**src/rtl/alu_wb_buffer.sv**
```systemverilog
// alu_wb_buffer
//   In-order writeback FIFO sitting between the ALU and the register-file
//   write port. Each accepted ALU beat that really writes a register
//   (ex_we_i=1, ex_rd_i!=0) is stored as {rd, result} and presented in order
//   on the wb_* port.
//
//   Optional feature macro: ALU_WB_FWD_EN. When it is defined, a
//   combinational lookup port forwards in-flight results to operand fetch.
//
// Parameters
//   DEPTH  : number of entries (power of two, >= 2)
//   ADDR_W : register index width
//   DATA_W : result width
//
// Ports
//   clk, rst     : clock, synchronous active-high reset
//   ex_valid_i   : ALU result present           ex_ready_o : buffer can accept
//   ex_we_i      : beat must be written back    ex_rd_i    : destination reg
//   ex_result_i  : ALU result
//   wb_valid_o   : head entry valid             wb_ready_i : write port takes head
//   wb_rd_o      : head destination reg         wb_result_o: head data
//   count_o      : occupied entries
//   fwd_rs_i / fwd_hit_o / fwd_data_o : forwarding lookup (ALU_WB_FWD_EN only)
//
// Handshake: a beat transfers on a port in a cycle where valid and ready are
// both 1 at the rising edge. ex_ready_o depends only on the registered count,
// so it never depends combinationally on wb_ready_i; wb_* hold their values
// while wb_valid_o=1 and wb_ready_i=0.
module alu_wb_buffer #(
  parameter int DEPTH  = 2,
  parameter int ADDR_W = 5,
  parameter int DATA_W = 32
) (
  input  logic                       clk,
  input  logic                       rst,
  input  logic                       ex_valid_i,
  output logic                       ex_ready_o,
  input  logic                       ex_we_i,
  input  logic [ADDR_W-1:0]          ex_rd_i,
  input  logic [DATA_W-1:0]          ex_result_i,
  output logic                       wb_valid_o,
  input  logic                       wb_ready_i,
  output logic [ADDR_W-1:0]          wb_rd_o,
  output logic [DATA_W-1:0]          wb_result_o,
`ifdef ALU_WB_FWD_EN
  input  logic [ADDR_W-1:0]          fwd_rs_i,
  output logic                       fwd_hit_o,
  output logic [DATA_W-1:0]          fwd_data_o,
`endif
  output logic [$clog2(DEPTH):0]     count_o
);

  localparam int PW = $clog2(DEPTH);
  localparam int CW = PW + 1;
  localparam logic [CW-1:0] FULL = CW'(DEPTH);

  logic [ADDR_W-1:0] rd_mem_q   [DEPTH];
  logic [DATA_W-1:0] data_mem_q [DEPTH];
  logic [PW-1:0]     wr_ptr_q, wr_ptr_d;
  logic [PW-1:0]     rd_ptr_q, rd_ptr_d;
  logic [CW-1:0]     count_q, count_d;
  logic              accept, push, pop;

  // Ready comes from the registered count alone: a full buffer refuses a
  // beat even when the head is popped in the same cycle.
  assign ex_ready_o = (count_q != FULL);
  assign wb_valid_o = (count_q != '0);
  assign count_o    = count_q;

  assign accept = ex_valid_i && ex_ready_o;
  // x0 writes and non-writing beats are consumed without touching state.
  assign push   = accept && ex_we_i && (ex_rd_i != '0);
  assign pop    = wb_valid_o && wb_ready_i;

  // Head slot drives the outputs directly; no bypass from the input.
  assign wb_rd_o     = rd_mem_q[rd_ptr_q];
  assign wb_result_o = data_mem_q[rd_ptr_q];

  always_comb begin
    wr_ptr_d = wr_ptr_q;
    rd_ptr_d = rd_ptr_q;
    count_d  = count_q;
    // DEPTH is a power of two, so pointer overflow is the modulo wrap.
    if (push) wr_ptr_d = wr_ptr_q + 1'b1;
    if (pop)  rd_ptr_d = rd_ptr_q + 1'b1;
    case ({push, pop})
      2'b10:   count_d = count_q + 1'b1;
      2'b01:   count_d = count_q - 1'b1;
      default: count_d = count_q;
    endcase
  end

  always_ff @(posedge clk) begin
    if (rst) begin
      wr_ptr_q <= '0;
      rd_ptr_q <= '0;
      count_q  <= '0;
      for (int i = 0; i < DEPTH; i++) begin
        rd_mem_q[i]   <= '0;
        data_mem_q[i] <= '0;
      end
    end else begin
      wr_ptr_q <= wr_ptr_d;
      rd_ptr_q <= rd_ptr_d;
      count_q  <= count_d;
      if (push) begin
        rd_mem_q[wr_ptr_q]   <= ex_rd_i;
        data_mem_q[wr_ptr_q] <= ex_result_i;
      end
    end
  end

`ifdef ALU_WB_FWD_EN
  logic [PW-1:0] fwd_idx;

  // Walk entries oldest to youngest so the last match (youngest) wins.
  // Only registered storage is searched; a beat being pushed now is unseen.
  always_comb begin
    fwd_hit_o  = 1'b0;
    fwd_data_o = '0;
    fwd_idx    = '0;
    for (int k = 0; k < DEPTH; k++) begin
      fwd_idx = rd_ptr_q + PW'(k);
      if ((CW'(k) < count_q) && (fwd_rs_i != '0) &&
          (rd_mem_q[fwd_idx] == fwd_rs_i)) begin
        fwd_hit_o  = 1'b1;
        fwd_data_o = data_mem_q[fwd_idx];
      end
    end
  end
`endif

endmodule

```
**config.mk**
```make
export PLATFORM = sky130hd
export DESIGN_NAME = alu_wb_buffer
export DESIGN_NICKNAME = d
export VERILOG_FILES = /design/src/rtl/alu_wb_buffer.sv
export SDC_FILE = /design/constraint.sdc
export NUM_CORES = 1
export LEC_CHECK = 0
export CAP_MARGIN = 15
export CORE_MARGIN = 8
export CORE_UTILIZATION = 27
export DETAILED_ROUTE_END_ITERATION = 8
export GPL_TIMING_DRIVEN = 0
export HOLD_SLACK_MARGIN = 0.08
export PLACE_DENSITY = 0.5
export SLEW_MARGIN = 20
export SYNTH_ARGS = -nofsm -noshare
export SYNTH_HDL_FRONTEND = slang
export SYNTH_SLANG_ARGS = --single-unit
```
**constraint.sdc**
```tcl
create_clock -name clk -period 4.3 [get_ports clk]
set_input_delay 0.86 -clock clk [delete_from_list [all_inputs] [get_ports clk]]
set_output_delay 0.86 -clock clk [all_outputs]
set_load 0.01 [all_outputs]
```
==> results of run 1 <==
==> synth_stat cells <==
library cell | n | share of area [%]
edfxtp_1 | 74 | 63
and2_1 | 59 | 10
mux2_2 | 37 | 12
and2_4 | 11 | 2.7
buf_6 | 6 | 1.9
and2_2 | 5 | 1.1
dfxtp_1 | 5 | 2.8
nor2_1 | 5 | 0.53
buf_2 | 3 | 0.42
o21bai_1 | 2 | 0.42
xnor2_1 | 2 | 0.49
a21o_1 | 1 | 0.21
a21oi_1 | 1 | 0.14
buf_4 | 1 | 0.21
clkbuf_1 | 1 | 0.11
ha_1 | 1 | 0.35
inv_1 | 1 | 0.11
nand2b_1 | 1 | 0.18
nand3_4 | 1 | 0.49
nor2_8 | 1 | 0.56
nor3_1 | 1 | 0.14
nor3_4 | 1 | 0.46
nor4_4 | 1 | 0.60
o21ai_0 | 1 | 0.14
or2_2 | 1 | 0.18
or2b_2 | 1 | 0.25
or3_1 | 1 | 0.18
or4_4 | 1 | 0.32
xor2_1 | 1 | 0.25
==> layout make-up <==
cell class,count,area (um2),share of cell area (%)
clock buffers,12,236,4.80
clock inverters,4,47.5,0.964
multi-input cells,136,1140,23.1
well taps,176,220,4.47
flip-flops and latches,79,2320,47.1
repair buffers,83,866,17.6
plain buffers,11,93.8,1.90
inverters,1,3.75,0.0761
==> kinds of logic after synthesis <==
logic type	Yosys count	share of synthesized area (%)
buffers and inverters	12	2.75
flip-flops	79	65.4
XOR/XNOR	3	0.741
AO/OA/AOI/OAI	5	0.916
multiplexers	37	11.7
adder cells (fa/ha/maj)	1	0.353
AND/OR/NAND/NOR	90	18.1
==> critical path, stage by stage (launching register included) <==
cell and delay [ns]:
dfxtp_1 0.30, clkbuf_1 0.46, buf_2 0.39, mux2_2 0.38, clkdlybuf4s50_1 0.49
==> layout by cell type, fill, tap and decap left out, drive strengths merged, types with 2 or more instances in the layout <==
cell type / instances
mux2: 37
nor2: 6
clkbuf: 13
xnor2: 2
buf: 12
clkinv: 2
o21bai: 2
and2: 75
edfxtp: 74
dfxtp: 5
nor3: 2
clkdlybuf4s50: 81
==> routing by layer <==
| metal | vias up | global-route usage (%) | part of all wire (%) |
|---|---|---|---|
| met4 | 0 | 5.27 | 2.0 |
| met1 | 998 | 11.2 | 43 |
| li1 | 995 | - | - |
| met5 | - | 0 | 0 |
| met3 | 11 | 2.88 | 5.8 |
| met2 | 53 | 16.1 | 49 |
==> metrics by stage <==
step / cells / hold slack [ns] / worst slack (ns)
global placement: 484 / 0.511 / -1.06
floorplan: 227 / 0.481 / 0.859
finish: 502 / 0.519 / 1.09
CTS: 502 / 0.521 / 0.949
global route: 502 / 0.573 / 0.902
detailed placement: 486 / 0.508 / 1.21
==> worst paths after layout <==
| path | slack [ns] | from | end | depth (start not counted) |
|---|---|---|---|---|
| hold / removal | 0.52 | rd_ptr_q | flop | 2 |
| setup reg to reg | 2.12 | count_o[0] | data_mem_q[0][6] | 6 |
| hold reg to reg | 0.52 | rd_ptr_q | flop | 2 |
| setup / recovery | 1.09 | flop | wb_result_o[0] | 4 |
==> flip-flops by register name (all words and copies together), names as in the netlist, named ones only <==
name	flops
data_mem_q	64
wr_ptr_q	1
rd_ptr_q	1
rd_mem_q	10
count_o	2
==> where the power goes <==
| group | switching [uW] | leakage, uW | internal (uW) | total, uW |
|---|---|---|---|---|
| Sequential | 25.2 | 0.000816 | 918 | 943 |
| Combinational | 260 | 0.000875 | 358 | 617 |
| Clock | 287 | 0.000137 | 448 | 735 |
==> key figures, run 1 <==
Critical path
  • Worst Path Arrival: 2.35 ns
  • Worst-path maximum fanout: 10
  • Setup CP Type: reg -> out
  • Worst setup SP type: flop
  • CP Capture Type: output port
  • Worst Path Required: 3.44 ns

Floorplanning
  • Initial Utilization: 27.2%
  • Die area: 17100 um2
  • Num rows: 42
  • # IOs: 83
  • Placeable Area: 13000 um2
  • Die height: 131 um
  • Die Width: 131 um

Placement
  • GPL Wtd Cong: 0.631
  • DPL Wire Length: 5510 um
  • IO buf count: 81
  • DP Area: 4650 um2

Global route
  • GRT Util Overall: 9.75%
  • Largest net degree at the start of global routing: 20
  • First-pass GRT wire length: 12000 um
  • Overflow after GRT: 0
  • Initial antenna violation count: 0
  • Vias in the first global route: 2211

STA
  • Fin. Hold Viols: 0
  • Crit share post-route: 74.7%
  • Max Transition Viols Final: 0
  • Setup violators final: 0
  • Maximum clock rate: 311 MHz
  • Slew Limit Headroom: 52.7%
  • Setup TNS: 0 ns
  • Crit path time final: 3.21 ns
  • Worst Tran Pin Value: 0.708 ns
  • Layout Skew: 0.00819 ns
  • RSZ-0062 raised after global routing: no

Power and ir drop
  • Worst VDD drop: 0.217 mV
  • Total power: 2300 uW
  • PwrDens: 465 nW/um2
  • Pleak: 0.00183 uW

Clock network
  • Number of buffers inserted by hold repair at cts: 0
  • PostCTS Resize Cnt: 0
  • Post-CTS Repair Setup Buffers: 0
  • CTS tree: yes
  • Root buf cell: clkbuf_16
  • Skew-Pair Late Insertion Delay: 0.33 ns
  • CTS clk-pin slew, worst paths: 0.06 ns
  • Clock buffer depth: 2
  • Clk sinks: 79
  • CTS buffer count: 9
  • H-tree depth: 3

Cells and area
  • Share of cells above drive strength 1: 26.7%
  • Final core utilization: 37.8%
  • Diode count: 0
  • Final Cell Area: 4930 um2
  • Area grow syn2layout: 39.0%
  • Fillers: 1322
  • Layout Nets: 364

Routing
  • Drc violations: 0
  • Initial DRC Count: 102
  • Number of routed nets with antenna violations: 0
  • Final wirelength: 7940 um
  • Per-cell routed wire length: 15.8 um
  • Vias per inst: 4.10
  • Vias: 2057
  • First-pass iteration count of the detailed router: 4

Synth
  • Area of the mapped netlist: 3550 um2
  • Yosys Warn Count: 0
  • Seq/Total Area, Yosys: 65.4%
  • Syn Area/Cell: 15.6 um2
  • Synth Register Bits: 79
  • Syn nets: 270
  • Synth cell types: 29
  • Syn Inst Count: 227

Run
  • Max-Cap Viols: 0

Status
  • Outcome: completed

Min path
  • Hold WC Path Type: reg -> reg
Note: power is estimated with default switching activity, not from simulation.
==> run 2, diff against run 1 <==
--- a/config.mk
+++ b/config.mk
@@ -11,7 +11,7 @@
 export DETAILED_ROUTE_END_ITERATION = 8
 export GPL_TIMING_DRIVEN = 0
 export HOLD_SLACK_MARGIN = 0.08
-export PLACE_DENSITY = 0.5
+export PLACE_DENSITY = 0.52
 export SLEW_MARGIN = 20
 export SYNTH_ARGS = -nofsm -noshare
 export SYNTH_HDL_FRONTEND = slang
==> constraint.sdc (replaced) <==
create_clock -name clk -period 2.9 [get_ports clk]
set_input_delay 0.58 -clock clk [delete_from_list [all_inputs] [get_ports clk]]
set_output_delay 0.58 -clock clk [all_outputs]
set_load 0.01 [all_outputs]
==> key figures, run 2 (synthesis gave the netlist of run 1 again) <==
Cells and area
  • Share of cells above drive strength 1: 28.0% (+1.3 points)
  • Final Cell Area: 4930 um2 (about the same)
  • Max FFs per register: 64 (unchanged)
  • Final core utilization: 37.8% (about the same)
  • Most frequent cells in the layout: clkdlybuf4s50_1, edfxtp_1, and2_1, mux2_2, and2_4
  • Layout Nets: 363 (-0.27%)
  • Commonest non-fill, non-tap cell in the layout: clkdlybuf4s50_1
  • Biggest register: data_mem_q
  • Area grow syn2layout: 38.9% (about the same)
  • Diode count: 0 (unchanged)

Power and ir drop
  • PwrDens: 699 nW/um2 (+50%)
  • Pleak: 0.00183 uW (about the same)
  • Worst VDD drop: 0.341 mV (+57%)
  • Total power: 3440 uW (+50%)

Clock network
  • Root buf cell: clkbuf_16
  • CTS buffer count: 9 (unchanged)
  • Clock buffer depth: 2 (unchanged)
  • Skew-Pair Late Insertion Delay: 0.33 ns (about the same)
  • Clk sinks: 79 (unchanged)
  • CTS clk-pin slew, worst paths: 0.06 ns (about the same)
  • CTS tree: yes
  • H-tree depth: 3 (unchanged)
  • Number of buffers inserted by hold repair at cts: 0 (unchanged)

Routing
  • First-pass iteration count of the detailed router: 4 (unchanged)
  • Number of routed nets with antenna violations: 0 (unchanged)
  • Final wirelength: 7910 um (-0.30%)
  • Drc violations: 0 (unchanged)
  • Initial DRC Count: 96 (-5.9%)
  • Vias per inst: 4.14 (+1.0%)
  • Per-cell routed wire length: 15.8 um (-0.10%)
  • Vias: 2074 (+0.83%)

STA
  • Crit share post-route: 90.6%
  • Maximum clock rate: 381 MHz
  • Setup violators final: 0 (unchanged)
  • Hold WS: 0.503 ns (-0.0167 ns)
  • Crit path time final: 2.63 ns
  • Max Transition Viols Final: 0 (unchanged)
  • Layout Skew: 0.00696 ns (-0.00124 ns)
  • Fin. Hold Viols: 0 (unchanged)
  • RSZ-0062 raised after global routing: no
  • Worst Tran Pin Value: 0.640 ns (-0.0681 ns)
  • Slew Limit Headroom: 57.2% (+4.6 points)

Critical path
  • Buf/Inv on CP: 2 (-1)
  • Crit path cell chain: buf_2 -> mux2_2 -> clkdlybuf4s50_1
  • Family with the most delay on the worst path: buffers and inverters
  • Worst setup SP type: flop
  • Worst Path Arrival: 2.05 ns (-0.30 ns)
  • Crit-path slowest cell: clkdlybuf4s50_1
  • Worst Path Required: 2.32 ns (-1.12 ns)
  • Worst path max stage delay: 0.49 ns (about the same)
  • CP Capture Type: output port
  • Setup CP Type: reg -> out
  • Worst-path maximum fanout: 10 (unchanged)

Floorplanning
  • # IOs: 83 (unchanged)
  • Die area: 17100 um2 (unchanged)
  • Initial Utilization: 27.2% (unchanged)
  • Num rows: 42 (unchanged)
  • Placeable Area: 13000 um2 (unchanged)
  • Die Width: 131 um (unchanged)
  • Die height: 131 um (unchanged)

Global route
  • GRT Util Overall: 9.57% (-0.18 points)
  • Largest net degree at the start of global routing: 25 (+25%)
  • Overflow after GRT: 0 (unchanged)
  • Met3 GRT Util: 3.17% (+0.28 points)
  • Global routing's busiest layer: met2
  • Initial antenna violation count: 0 (unchanged)
  • First-pass GRT wire length: 11800 um (-1.9%)
  • Met1 Resource Use GR: 10.8% (-0.39 points)
  • Vias in the first global route: 2200 (-0.50%)
  • Global-route track usage on met2: 16.1% (unchanged)

Run
  • Max-Cap Viols: 0 (unchanged)

Placement
  • DPL Wire Length: 5410 um (-1.8%)
  • DP Area: 4630 um2 (-0.32%)
  • IO buf count: 81 (unchanged)
  • GPL Wtd Cong: 0.682 (+8.0%)

Min path
  • Hold WC Path Type: in -> reg

Status
  • Outcome: completed
-- run 2: cell types whose count changed in the layout (fill, tap and decap cells not counted), sizes merged --
| cell | delta |
|---|---|
| clkbuf | -4 |
| clkinv | +3 |
-- run 2: area by class of cell --
type                    count  area, um2
plain buffers              10       90.1
clock buffers               9        225
clock inverters             7       73.8
fillers                  1316       8100
inverters                   1       3.75
multi-input cells         136       1140
flip-flops and latches     79       2320
well taps                 176        220
repair buffers             83        851
-- run 2: path summary, 6_finish.rpt --
path              start               end  slack [ns]  cells after the start
min                 rst          rd_ptr_q        0.50                      2
min reg2reg    rd_ptr_q          rd_ptr_q        0.52                      2
max                flop   wb_result_o[20]        0.27                      3
max reg2reg  count_o[0]  data_mem_q[0][4]        0.77                      6
-- run 2: worst reg2reg max path, stage by stage (launching register included) --
cell      delay [ns]
dfxtp_1         0.41
or2b_2          0.17
nand3_4         0.12
nor2_1          0.21
inv_1           0.12
o21bai_4        0.53
buf_12          0.26
-- run 2: per-layer routing --
metal / share of wire, % / vias to the layer above
met4: 1.8 / 0
met3: 6.2 / 14
met1: 43 / 1011
met5: 0 / -
li1: - / 993
met2: 49 / 56
-- run 2: timing repair --
action	in CTS	in global routing
gates resized for setup	0	1
setup buffers	0	0
endpoints found under the hold margin	0	0
endpoints found under the setup margin	30	30
-- run 2: where the power goes --
| group | total (uW) | internal (uW) | switching [uW] | leakage (uW) |
|---|---|---|---|---|
| registers | 1420 | 1360 | 54.8 | 0.000817 |
| clock network | 1130 | 668 | 467 | 0.000145 |
| logic | 893 | 526 | 368 | 0.000867 |
| total | 3440 | 2560 | 889 | 0.00183 |
-- run 2: metrics by stage --
step,instances,TNS (ns),setup slack (ns)
floorplan,227,0,0.496
global placement,484,-48.84,-0.872
detailed placement,486,0,0.0945
CTS,501,0,0.00526
global route,501,0,0.156
finish,501,0,0.273
==> run 3, diff against run 2 <==
--- a/config.mk
+++ b/config.mk
@@ -7,11 +7,11 @@
 export LEC_CHECK = 0
 export CAP_MARGIN = 15
 export CORE_MARGIN = 8
-export CORE_UTILIZATION = 27
+export CORE_UTILIZATION = 45
 export DETAILED_ROUTE_END_ITERATION = 8
 export GPL_TIMING_DRIVEN = 0
 export HOLD_SLACK_MARGIN = 0.08
-export PLACE_DENSITY = 0.52
+export PLACE_DENSITY = 0.78
 export SLEW_MARGIN = 20
 export SYNTH_ARGS = -nofsm -noshare
 export SYNTH_HDL_FRONTEND = slang
==> key figures, run 3 (synthesis gave the netlist of run 1 again) <==
Min path
  • Hold WC Path Type: in -> reg
  • Worst Hold Launch: rst
  • Hold depth: 2 (unchanged)
  • Worst Hold Path EP: count_o[1]

Routing
  • Number of routed nets with antenna violations: 0 (unchanged)
  • Final wirelength: 6850 um (-13%)
  • Initial DRC Count: 36 (-63%)
  • Drc violations: 0 (unchanged)
  • Per-cell routed wire length: 16.0 um (+1.6%)
  • Vias: 2068 (-0.29%)
  • First-pass iteration count of the detailed router: 4 (unchanged)
  • Vias per inst: 4.84 (+17%)

Clock network
  • Number of buffers inserted by hold repair at cts: 0 (unchanged)
  • CTS clk-pin slew, worst paths: 0.08 ns (+0.02 ns)
  • Post-CTS Repair Setup Buffers: 0 (unchanged)
  • Root buf cell: clkbuf_8
  • CTS tree: yes
  • Clock buffer depth: 2 (unchanged)
  • Skew-Pair Late Insertion Delay: 0.34 ns (about the same)
  • Clk sinks: 79 (unchanged)
  • H-tree depth: 3 (unchanged)
  • CTS buffer count: 9 (unchanged)

Cells and area
  • Final Cell Area: 4730 um2 (-4.1%)
  • Commonest non-fill, non-tap cell in the layout: clkdlybuf4s50_1
  • Diode count: 0 (unchanged)
  • Max FFs per register: 64 (unchanged)
  • Biggest register: data_mem_q
  • Most frequent cells in the layout: clkdlybuf4s50_1, edfxtp_1, and2_1, mux2_2, and2_4
  • Layout Nets: 363 (unchanged)
  • Share of cells above drive strength 1: 27.4% (-0.62 points)
  • Fillers: 633 (-52%)
  • Area grow syn2layout: 33.2%

Power and ir drop
  • Total power: 3070 uW (-11%)
  • Pleak: 0.00177 uW (-3.2%)
  • Worst VDD drop: 0.387 mV (+14%)
  • PwrDens: 649 nW/um2 (-7.1%)

Global route
  • Initial antenna violation count: 0 (unchanged)
  • Overflow after GRT: 0 (unchanged)
  • GRT Util Overall: 13.0% (+3.5 points)
  • Vias in the first global route: 2295 (+4.3%)
  • Largest net degree at the start of global routing: 25 (unchanged)
  • First-pass GRT wire length: 11300 um (-3.9%)

Floorplanning
  • Die area: 11000 um2 (-36%)
  • Die Width: 105 um (-20%)
  • Placeable Area: 7690 um2 (-41%)
  • # IOs: 83 (unchanged)
  • Die height: 105 um (-20%)
  • Initial Utilization: 46.2% (+19 points)
  • Num rows: 32 (-24%)

Critical path
  • Worst-path maximum fanout: 10 (unchanged)
  • Worst path max stage delay: 0.48 ns (about the same)
  • R2r worst-path depth: 6 (unchanged)
  • Worst setup SP type: flop
  • CP Capture Type: output port
  • R2R Path End: data_mem_q[0][30]
  • Reg2reg start: count_o[0]
  • Setup CP Type: reg -> out
  • R2R Setup Slk: 0.85 ns (+0.08 ns)
  • Crit-path slowest cell: dfxtp_2
  • Crit path cell chain: buf_2 -> mux2_2 -> clkdlybuf4s50_1
  • Worst Path Arrival: 2.01 ns (-0.04 ns)
  • Worst Path Required: 2.32 ns (about the same)

Placement
  • IO buf count: 81 (unchanged)
  • GPL Wtd Cong: 0.709 (+4.0%)
  • DPL Wire Length: 4840 um (-11%)
  • DP Area: 4540 um2 (-2.0%)
  • Setup WS pre-CTS: 0.107 ns (+0.0121 ns)

Run
  • Max-Cap Viols: 0 (unchanged)

STA
  • Crit path time final: 2.59 ns (-0.0409 ns)
  • Max Transition Viols Final: 0 (unchanged)
  • Maximum clock rate: 387 MHz (+1.6%)
  • Layout Skew: 0.00975 ns (+0.00280 ns)
  • Slew Limit Headroom: 64.2% (+7.0 points)
  • Fin. Hold Viols: 0 (unchanged)
  • Setup violators final: 0 (unchanged)
  • Worst Tran Pin Value: 0.532 ns (-0.108 ns)
  • RSZ-0062 raised after global routing: no
  • Fin worst setup slack: 0.314 ns (+0.0409 ns)
  • Setup TNS: 0 ns (unchanged)
  • Crit share post-route: 89.2% (-1.4 points)

Status
  • Outcome: completed
## run 3: cell types whose count changed in the layout (fill, tap and decap cells not counted)
cell,change
clkinv_4,-3
clkinv_2,-1
clkbuf_16,-9
clkinv_1,+1
clkbuf_1,+1
clkinvlp_4,+2
clkbuf_8,+9
## run 3: how the worst max path moves through the flow
| stage | startpoint | end | slack, ns |
|---|---|---|---|
| final | flop | wb_result_o[0] | 0.31 |
| after floorplan | count_o[0] | data_mem_q[0][0] | 0.50 |
| after global placement | ex_rd_i[3] | data_mem_q[0][4] | -0.61 |
| after global routing | flop | wb_result_o[0] | 0.19 |
| after CTS | flop | wb_rd_o[3] | 0.07 |
| after detailed placement | ex_rd_i[0] | count_o[1] | 0.11 |
## run 3: layout make-up
| class | instances | area [um2] | share of cell area [%] |
|---|---|---|---|
| Inverter | 1 | 3.75 | 0.0794 |
| Buffer | 10 | 90.1 | 1.91 |
| Tap cell | 102 | 128 | 2.70 |
| Clock buffer | 10 | 128 | 2.70 |
| Multi-Input combinational cell | 136 | 1140 | 24.1 |
| Sequential cell | 79 | 2320 | 49.2 |
| Timing Repair Buffer | 83 | 851 | 18.0 |
| Clock inverter | 6 | 61.3 | 1.30 |
## run 3: per-stage QoR
stage	instances	util [%]	hold WS, ns
6_report	427	61.5	0.477
5_1_grt	427	61.5	0.475
4_1_cts	427	61.5	0.461
3_5_place_dp	412	59.0	0.509
3_3_place_gp	410	58.4	0.500
2_1_floorplan	227	-	0.481
## run 3: routing by layer
layer,routed length [um],vias up,GRT usage (%),share of wire [%]
li1,-,995,-,-
met1,2790,1009,13.7,41
met2,3600,54,23.6,53
met3,370,10,4.18,5.4
met4,91,0,5.20,1.3
met5,0,-,0,0
## run 3: repair_timing
action	4_1_cts	5_1_grt
hold endpoints to repair	0	0
endpoints found under the setup margin	30	7
resized for setup	0	1
gates cloned	0	0
## run 3: critical path: cells and delay by family, from the launching register on
family | cells | cell delay (ns)
buffers and inverters | 2 | 0.81
muxes | 1 | 0.38
DFF | 1 | 0.48
## run 3: report_power, final
part | leakage [uW] | switching, uW | internal (uW) | total, uW
combinational | 0.000867 | 353 | 526 | 878
clock | 0.0000859 | 381 | 393 | 774
sequential | 0.000817 | 55.7 | 1360 | 1420
total | 0.00177 | 789 | 2280 | 3070
